==> src/rtl/control_sequencer.sv <==
// control_sequencer: hardwired control unit for the Mini SRC 32-bit bus datapath.
// Runs a 3-step fetch (T0-T2), decodes the opcode in IR, then a per-opcode
// execute sequence (T3-T7). It returns to T0, or goes to HALT on a halt
// opcode or on a stop request at an instruction boundary.
// Ports:
//   clk, reset (sync, active low)
//   ir      - IR value from datapath; opcode = ir[BITS-1 -: OPW]
//   con     - branch condition flag
//   stop    - halt request, honoured on the last step of an instruction
//   out_sel - one-hot bus driver select
//   in_sel  - register load enables
//   gr_sel  - {Gra,Grb,Grc}
//   alu_op  - one-hot ALU operation
//   read/write - memory strobes
//   run     - high while sequencing
//   state   - 0 RST, 1..8 T0..T7, 15 HALT
module control_sequencer #(
  parameter int BITS = 32,
  parameter int OPW  = 5
) (
  input  logic            clk,
  input  logic            reset,
  input  logic [BITS-1:0] ir,
  input  logic            con,
  input  logic            stop,
  output logic [7:0]      out_sel,
  output logic [9:0]      in_sel,
  output logic [2:0]      gr_sel,
  output logic [12:0]     alu_op,
  output logic            read,
  output logic            write,
  output logic            run,
  output logic [3:0]      state
);
  // out_sel bit positions
  localparam int O_PC = 0, O_MDR = 1, O_RZ = 2, O_HILO = 3, O_INP = 4, O_C = 5, O_R = 6, O_BA = 7;
  // in_sel bit positions
  localparam int I_PC = 0, I_IR = 1, I_RY = 2, I_RZ = 3, I_MAR = 4, I_MDR = 5, I_HILO = 6,
                 I_OUT = 7, I_CON = 8, I_R = 9;
  // gr_sel bit positions
  localparam int G_C = 0, G_B = 1, G_A = 2;
  // alu_op bit positions
  localparam int A_ADD = 0, A_SUB = 1, A_MUL = 2, A_DIV = 3, A_SHR = 4, A_SHL = 5, A_ROR = 6,
                 A_ROL = 7, A_AND = 8, A_OR = 9, A_NEG = 10, A_NOT = 11, A_INC = 12;

  typedef enum logic [3:0] {
    S_RST = 4'd0, S_T0 = 4'd1, S_T1 = 4'd2, S_T2 = 4'd3, S_T3 = 4'd4,
    S_T4 = 4'd5, S_T5 = 4'd6, S_T6 = 4'd7, S_T7 = 4'd8, S_HALT = 4'd15
  } state_t;

  // Instruction classes sharing an execute sequence
  typedef enum logic [3:0] {
    C_NONE, C_ALU3, C_IMM, C_LDI, C_LD, C_ST, C_MD, C_UN, C_BR, C_JR, C_IN, C_OUT, C_HALT
  } cls_t;

  state_t           state_q, state_d, last_st;
  cls_t             cls;
  logic [12:0]      dec_op;
  logic [OPW-1:0]   opc;

  assign opc   = ir[BITS-1 -: OPW];
  assign state = state_q;

  // Opcode -> class and the ALU op used by that class
  always_comb begin
    cls    = C_NONE;
    dec_op = '0;
    case (opc)
      5'b00000: cls = C_LD;
      5'b00001: cls = C_LDI;
      5'b00010: cls = C_ST;
      5'b00011: begin cls = C_ALU3; dec_op[A_ADD] = 1'b1; end
      5'b00100: begin cls = C_ALU3; dec_op[A_SUB] = 1'b1; end
      5'b00101: begin cls = C_ALU3; dec_op[A_AND] = 1'b1; end
      5'b00110: begin cls = C_ALU3; dec_op[A_OR]  = 1'b1; end
      5'b00111: begin cls = C_ALU3; dec_op[A_SHR] = 1'b1; end
      5'b01000: begin cls = C_ALU3; dec_op[A_SHL] = 1'b1; end
      5'b01001: begin cls = C_ALU3; dec_op[A_ROR] = 1'b1; end
      5'b01010: begin cls = C_ALU3; dec_op[A_ROL] = 1'b1; end
      5'b01011: begin cls = C_IMM;  dec_op[A_ADD] = 1'b1; end
      5'b01100: begin cls = C_IMM;  dec_op[A_AND] = 1'b1; end
      5'b01101: begin cls = C_IMM;  dec_op[A_OR]  = 1'b1; end
      5'b01110: begin cls = C_MD;   dec_op[A_MUL] = 1'b1; end
      5'b01111: begin cls = C_MD;   dec_op[A_DIV] = 1'b1; end
      5'b10000: begin cls = C_UN;   dec_op[A_NEG] = 1'b1; end
      5'b10001: begin cls = C_UN;   dec_op[A_NOT] = 1'b1; end
      5'b10010: cls = C_BR;
      5'b10011: cls = C_JR;
      5'b10101: cls = C_IN;
      5'b10110: cls = C_OUT;
      5'b11010: cls = C_HALT;
      default:  cls = C_NONE;
    endcase
  end

  // Final execute step of each class
  always_comb begin
    case (cls)
      C_ALU3, C_IMM, C_LDI, C_MD: last_st = S_T5;
      C_LD, C_ST:                 last_st = S_T7;
      C_UN:                       last_st = S_T4;
      C_BR:                       last_st = S_T6;
      default:                    last_st = S_T3;
    endcase
  end

  always_ff @(posedge clk) begin
    if (!reset) state_q <= S_RST;
    else        state_q <= state_d;
  end

  always_comb begin
    state_d = state_q;
    case (state_q)
      S_RST: state_d = S_T0;
      S_T0:  state_d = S_T1;
      S_T1:  state_d = S_T2;
      // Opcode decode happens on the edge leaving T2
      S_T2: begin
        if (cls == C_HALT)      state_d = S_HALT;
        else if (cls == C_NONE) state_d = stop ? S_HALT : S_T0;
        else                    state_d = S_T3;
      end
      S_T3, S_T4, S_T5, S_T6, S_T7: begin
        if (state_q == last_st) state_d = stop ? S_HALT : S_T0;
        else                    state_d = state_t'(state_q + 4'd1);
      end
      S_HALT: state_d = S_HALT;
      default: state_d = S_RST;
    endcase
  end

  always_comb begin
    out_sel = '0;
    in_sel  = '0;
    gr_sel  = '0;
    alu_op  = '0;
    read    = 1'b0;
    write   = 1'b0;
    run     = (state_q != S_RST) && (state_q != S_HALT);
    case (state_q)
      S_T0: begin out_sel[O_PC] = 1'b1; in_sel[I_MAR] = 1'b1; in_sel[I_RZ] = 1'b1; alu_op[A_INC] = 1'b1; end
      S_T1: begin out_sel[O_RZ] = 1'b1; in_sel[I_PC] = 1'b1; in_sel[I_MDR] = 1'b1; read = 1'b1; end
      S_T2: begin out_sel[O_MDR] = 1'b1; in_sel[I_IR] = 1'b1; end
      S_T3, S_T4, S_T5, S_T6, S_T7: begin
        case (cls)
          C_ALU3, C_IMM: case (state_q)
            S_T3: begin gr_sel[G_B] = 1'b1; out_sel[O_R] = 1'b1; in_sel[I_RY] = 1'b1; end
            S_T4: begin
              if (cls == C_IMM) out_sel[O_C] = 1'b1;
              else begin gr_sel[G_C] = 1'b1; out_sel[O_R] = 1'b1; end
              alu_op = dec_op; in_sel[I_RZ] = 1'b1;
            end
            S_T5: begin out_sel[O_RZ] = 1'b1; gr_sel[G_A] = 1'b1; in_sel[I_R] = 1'b1; end
            default: ;
          endcase
          // ldi/ld/st share the effective-address computation in T3-T4
          C_LDI, C_LD, C_ST: case (state_q)
            S_T3: begin gr_sel[G_B] = 1'b1; out_sel[O_BA] = 1'b1; in_sel[I_RY] = 1'b1; end
            S_T4: begin out_sel[O_C] = 1'b1; alu_op[A_ADD] = 1'b1; in_sel[I_RZ] = 1'b1; end
            S_T5: begin
              out_sel[O_RZ] = 1'b1;
              if (cls == C_LDI) begin gr_sel[G_A] = 1'b1; in_sel[I_R] = 1'b1; end
              else in_sel[I_MAR] = 1'b1;
            end
            S_T6: begin
              if (cls == C_LD) begin read = 1'b1; in_sel[I_MDR] = 1'b1; end
              else if (cls == C_ST) begin gr_sel[G_A] = 1'b1; out_sel[O_R] = 1'b1; in_sel[I_MDR] = 1'b1; end
            end
            S_T7: begin
              if (cls == C_LD) begin out_sel[O_MDR] = 1'b1; gr_sel[G_A] = 1'b1; in_sel[I_R] = 1'b1; end
              else if (cls == C_ST) write = 1'b1;
            end
            default: ;
          endcase
          C_MD: case (state_q)
            S_T3: begin gr_sel[G_A] = 1'b1; out_sel[O_R] = 1'b1; in_sel[I_RY] = 1'b1; end
            S_T4: begin gr_sel[G_B] = 1'b1; out_sel[O_R] = 1'b1; alu_op = dec_op; in_sel[I_RZ] = 1'b1; end
            S_T5: in_sel[I_HILO] = 1'b1;
            default: ;
          endcase
          C_UN: case (state_q)
            S_T3: begin gr_sel[G_B] = 1'b1; out_sel[O_R] = 1'b1; alu_op = dec_op; in_sel[I_RZ] = 1'b1; end
            S_T4: begin out_sel[O_RZ] = 1'b1; gr_sel[G_A] = 1'b1; in_sel[I_R] = 1'b1; end
            default: ;
          endcase
          C_BR: case (state_q)
            S_T3: begin gr_sel[G_A] = 1'b1; out_sel[O_R] = 1'b1; in_sel[I_CON] = 1'b1; end
            S_T4: begin out_sel[O_PC] = 1'b1; in_sel[I_RY] = 1'b1; end
            S_T5: begin out_sel[O_C] = 1'b1; alu_op[A_ADD] = 1'b1; in_sel[I_RZ] = 1'b1; end
            // CON FF was loaded in T3, so con is settled here
            S_T6: if (con) begin out_sel[O_RZ] = 1'b1; in_sel[I_PC] = 1'b1; end
            default: ;
          endcase
          C_JR:  if (state_q == S_T3) begin gr_sel[G_A] = 1'b1; out_sel[O_R] = 1'b1; in_sel[I_PC] = 1'b1; end
          C_IN:  if (state_q == S_T3) begin out_sel[O_INP] = 1'b1; gr_sel[G_A] = 1'b1; in_sel[I_R] = 1'b1; end
          C_OUT: if (state_q == S_T3) begin gr_sel[G_A] = 1'b1; out_sel[O_R] = 1'b1; in_sel[I_OUT] = 1'b1; end
          default: ;
        endcase
      end
      default: ;
    endcase
  end
endmodule

==> config.mk <==
export PLATFORM = sky130hd
export DESIGN_NAME = control_sequencer
export DESIGN_NICKNAME = d
export VERILOG_FILES = /design/src/rtl/control_sequencer.sv
export SDC_FILE = /design/constraint.sdc
export NUM_CORES = 1
export LEC_CHECK = 0
export CORE_MARGIN = 3
export CORE_UTILIZATION = 40
export CTS_BUF_LIST = sky130_fd_sc_hd__clkbuf_8
export DETAILED_ROUTE_END_ITERATION = 12
export PLACE_DENSITY = 0.95
export SYNTH_ARGS = -nofsm -noshare
export SYNTH_HDL_FRONTEND = slang
export SYNTH_SLANG_ARGS = --single-unit
export TNS_END_PERCENT = 50
==> constraint.sdc <==
create_clock -name clk -period 3.3 [get_ports clk]
set_clock_uncertainty 0.15 [all_clocks]
set_input_delay 0.33 -clock clk [delete_from_list [all_inputs] [get_ports clk]]
set_output_delay 0.33 -clock clk [all_outputs]
set_load 0.02 [all_outputs]
==> run_results.csv, run 1 <==
group,metric,value,unit
placed_design,io_buffer_count,48,
clocking,cts_resized,0,
global_routing,antenna_found_initial,0,
finish,area_delta_synth_final,47.83,%
routing,wire_per_inst,15.27,um
placed_design,place_congestion,0.9061,
timing,period_share,93.00,%
finish,diodes,0,
routing,drc_errors,0,
synth,synth_edf_count,0,
placed_design,dp_hpwl,3068,um
synth,yosys.area_share.simple,42.31,%
finish,drive_above_1_share,10.30,%
critical_path,required,2.82,ns
clocking,post_cts_buffers,0,
floorplanning,core,2781,um2
power_and_ir_drop,vdd_drop_max,488.8,uV
routing,drt_pass1_iterations,5,
timing,period_minus_slack,3.069,ns
synth,synth_nets,229,
synth,synth_compound_area_share,31.28,%
synth,synth-seq-cells,4,
clocking,ctsHoldBuffers,0,
placed_design,post_dp_cell_area,1703,um2
synth,async_flop_share,0,%
synth,ys_types,53,
synth,yosys.area.top_type,"a21oi_1",
timing,rsz0062_at_grt,"false",
timing,setup_viol,0,
clocking,cts-root-buf,"clkbuf_8",
critical_path,crit_fanout,19,
finish,final_cell_area,1744,um2
synth,synthFlopType,"dfxtp_1",
synth,synth_area_leaders,"a21oi_1, dfxtp_1, nand3_1",
power_and_ir_drop,powerDensity,381.0,nW/um2
floorplanning,rows,19,
finish,final_common_cell,"clkdlybuf4s50_1",
run_status,status,"complete, no violations",
clocking,cts_made_buffers,3,
global_routing,grt_max_degree,25,
clocking,htree_num_levels,1,
placed_design,dp_cells,261,
floorplanning,fp.dieW,60.31,um
clocking,cts_tree,"yes",
clocking,clk_latency,0.21,ns
timing,setup_tns,0,ns
synth,ys_seq_area_share,6.787,%
global_routing,gr-total-overflow,0,
synth,synthCells,189,
routing,num_vias,1666,
worst_hold_path,min_path_type,"flip-flop to flip-flop",
clocking,cts.clk_slew.worst_paths,0.03,ns
global_routing,grt_pass1_vias,1494,
clocking,cts_sinks,4,
synth,synth_fa_ha_area_share,4.242,%
synth,synth_top_cell_area_share,6.787,%
timing,finalMaxSlewViolations,0,
floorplanning,initial_core_util,42.42,%
power_and_ir_drop,total_power,0.6645,mW
critical_path,crit_type,"primary input to output port",
synth,synth.cell_area,1180,um2
synth,syn_area_per_cell,6.243,um2
routing,drtIter0Drc,155,
routing,viasPerCell,6.311,
synth,synth_xor_xnor_area_share,3.712,%
run,maxCapViolCount,0,
finish,nets,275,
routing,postRouteAntennaNets,0,
synth,ys_warn_count,0,
global_routing,grt_pass1_wl,6637,um
critical_path,startpoint_type,"primary input",
critical_path,cp.arrival,2.59,ns
clocking,cts_max_path_buffers,2,
finish,instances_no_fill,264,
floorplanning,die_h,60.31,um
global_routing,gr-usage-all-layers,22.66,%
floorplanning,io_pins,77,
timing,hold_viol,0,
timing,fmax,325.8,MHz
floorplanning,fp.dieArea,3637,um2
critical_path,critPathCaptureType,"output port",
finish,largest_reg_flops,4,
synth,synth_top_family_by_area,"simple AND/OR/NAND/NOR gates",
finish,layout_common_cells,"clkdlybuf4s50_1, nor2_1, a21oi_1",
power_and_ir_drop,p_leak,0.6138,nW
synth,muxShareOfSynthArea,1.803,%
routing,wl,4031,um
[path summary, 6_finish.rpt]
check	startpoint	endpoint	slack (ns)	depth (start not counted)
max	ir[31]	in_sel[0]	0.23	7
min	state[0]	state[0]	0.58	3
max reg2reg	state[3]	state[3]	1.08	6
min reg2reg	state[0]	state[0]	0.58	3
[cell families after synthesis]
family	Yosys count
AO/OA/AOI/OAI	56
XOR/XNOR	5
adder cells (fa/ha/maj)	4
buffers and inverters	26
flip-flops	4
multiplexers	2
other	1
AND/OR/NAND/NOR	91
[power breakdown]
group | leakage [nW] | internal [mW] | total [mW] | switching, mW
sequential | 0.0327 | 0.0594 | 0.0793 | 0.0199
clock | 0.0216 | 0.0774 | 0.0984 | 0.0211
combinational | 0.560 | 0.212 | 0.487 | 0.274
total | 0.614 | 0.349 | 0.665 | 0.315
[synthesized netlist by cell type, types with 3 or more instances]
cell type and instances:
a21oi_1 16, a31oi_1 4, and2_1 4, buf_2 3
clkbuf_1 13, dfxtp_1 4, ha_1 4, inv_1 6
nand2_1 14, nand2b_1 7, nand3_1 13, nor2_1 17
nor2b_1 3, nor3_1 10, nor4_1 3, o2111ai_1 3
o21ai_0 7, o22ai_1 8, or2_2 3, or3_1 5
xnor2_1 3
[per-stage QoR]
stage / util (%) / hold WS (ns) / worst slack (ns)
floorplan: - / 0.3971 / 0.7453
global placement: 61.22 / 0.5512 / 0.2679
detailed placement: 61.22 / 0.5651 / 0.2789
CTS: 62.71 / 0.5903 / 0.2584
global route: 62.71 / 0.6565 / 0.07962
finish: 62.71 / 0.5849 / 0.2309
[metal layers]
metal / global-route usage [%] / wire [um] / vias to the layer above / part of all wire (%)
li1: - / - / 789 / -
met1: 31.81 / 1673 / 751 / 42
met2: 34.72 / 1861 / 110 / 46
met3: 3.888 / 396 / 16 / 9.8
met4: 7.595 / 100 / 0 / 2.5
met5: 0 / 0 / - / 0
[cell type report]
cell class	count	area (um2)
flip-flops and latches	4	80.08
multi-input cells	159	987.2
clock buffers	3	41.29
inverters	7	26.28
well taps	31	38.79
fillers	252	1037
repair buffers	60	570.5
[critical path, cell delays in order]
cell	delay, ns
clkdlybuf4s50_1	0.48
buf_4	0.24
nand3_1	0.17
or3_1	0.37
a21oi_1	0.25
a41o_1	0.15
clkdlybuf4s50_1	0.60
Power figures use the tool's default switching activity.
==> inputs of run 2 (changes only) <==
Settings changed: CORE_MARGIN 3 to not set.
==> run_results.csv, run 2 (same netlist as run 1, synthesis figures left out) <==
group,metric,value,unit
run_status,status,"complete, no violations",
timing,slew-limit-headroom,67.57,%
clocking,cts.clk_slew.worst_paths,0.03,ns
power_and_ir_drop,vdd_drop_max,465.6,uV
clocking,post_cts_buffers,0,
floorplanning,initial_core_util,42.42,%
floorplanning,fp.dieArea,3171,um2
timing,fmax,322.8,MHz
routing,wl,4038,um
routing,postRouteAntennaNets,0,
routing,num_vias,1708,
placed_design,io_buffer_count,48,
timing,rsz0062_at_grt,"false",
floorplanning,rows,19,
timing,setup_tns,0,ns
timing,fin_worst_hold_slack,0.6321,ns
placed_design,place_congestion,0.9034,
finish,diodes,0,
finish,area_delta_synth_final,49.73,%
placed_design,dp_hpwl,3005,um
floorplanning,die_h,56.31,um
global_routing,grt_pass1_vias,1427,
critical_path,r2r_setup_slack,1.19,ns
clocking,clk_latency,0.22,ns
finish,nets,278,
timing,period_minus_slack,3.098,ns
clocking,cts-root-buf,"clkbuf_8",
timing,worst_pin_slew,0.4742,ns
global_routing,gr-usage-all-layers,25.52,%
clocking,cts_sinks,4,
critical_path,startpoint_type,"primary input",
critical_path,critPathCaptureType,"output port",
timing,setup_viol,0,
timing,finalMaxSlewViolations,0,
global_routing,grt_pass1_wl,6617,um
routing,viasPerCell,6.397,
routing,drt_pass1_iterations,5,
floorplanning,io_pins,77,
timing,hold_viol,0,
critical_path,required,2.82,ns
clocking,ctsHoldBuffers,0,
clocking,cts_tree,"yes",
critical_path,crit_fanout,2,
clocking,cts_resized,0,
critical_path,crit_type,"primary input to output port",
run,maxCapViolCount,0,
clocking,cts_made_buffers,3,
timing,period_share,93.88,%
finish,final_common_cell,"clkdlybuf4s50_1",
worst_hold_path,min_path_type,"flip-flop to flip-flop",
finish,nFillCells,220,
power_and_ir_drop,p_leak,0.6279,nW
clocking,htree_num_levels,1,
clocking,cts_max_path_buffers,2,
finish,drive_above_1_share,11.44,%
floorplanning,core,2781,um2
routing,drtIter0Drc,126,
power_and_ir_drop,powerDensity,383.9,nW/um2
routing,wire_per_inst,15.12,um
global_routing,antenna_found_initial,0,
floorplanning,fp.dieW,56.31,um
finish,layout_common_cells,"clkdlybuf4s50_1, nor2_1, a21oi_1",
finish,largest_reg_flops,4,
routing,drc_errors,0,
global_routing,grt_max_degree,25,
critical_path,cp.arrival,2.62,ns
global_routing,gr-total-overflow,0,
[run 2: area by class of cell]
class / count / area (um2) / share of cell area, %
Multi-Input combinational cell: 159 / 987.2 / 55.88
Timing Repair Buffer: 63 / 593.1 / 33.57
Sequential cell: 4 / 80.08 / 4.533
Clock buffer: 3 / 41.29 / 2.337
Tap cell: 31 / 38.79 / 2.195
Inverter: 7 / 26.28 / 1.487
[run 2: where the power goes]
part / total, mW / leakage [nW] / switching [mW] / internal, mW
combinational: 0.493 / 0.574 / 0.279 / 0.214
clock: 0.104 / 0.0216 / 0.0265 / 0.0779
sequential: 0.0808 / 0.0327 / 0.0214 / 0.0594
total: 0.678 / 0.628 / 0.326 / 0.352
[run 2: stage by stage]
step	total power [mW]	instances	setup slack [ns]	area (um2)	util [%]
after CTS	0.6695	267	0.2292	1767	63.52
after global placement	0.5511	264	0.2696	1725	62.03
after floorplan	0.3725	189	0.7453	1180	-
after detailed placement	0.5625	264	0.2454	1725	62.03
after global routing	0.7203	267	0.06908	1767	63.52
final	0.6782	267	0.2019	1767	63.52
[run 2: critical path, cell delays in order]
cell and delay, ns:
clkdlybuf4s50_1 0.42, nor3_1 0.30, nand3_1 0.19, or3_1 0.37, a21oi_1 0.25, a41o_1 0.15
clkdlybuf4s50_1 0.60
[run 2: worst paths after layout]
kind,startpoint,end,depth (start not counted)
max,ir[27],in_sel[0],7
min,state[0],state[0],3
max reg2reg,state[1],state[1],7
min reg2reg,state[0],state[0],3
[run 2: metal layers]
layer / share of wire [%] / routed length (um) / GRT usage [%] / up-vias
li1: - / - / - / 796
met1: 42 / 1712 / 36.16 / 780
met2: 46 / 1860 / 39.46 / 116
met3: 9.4 / 381 / 5.530 / 16
met4: 2.1 / 83 / 5.923 / 0
met5: 0 / 0 / 0 / -
==> inputs of run 3 (changes only) <==
Settings changed: ABC_AREA set to 0.
==> results of run 3 <==
Final layout, timing and power as in run 2 (identical DEF).
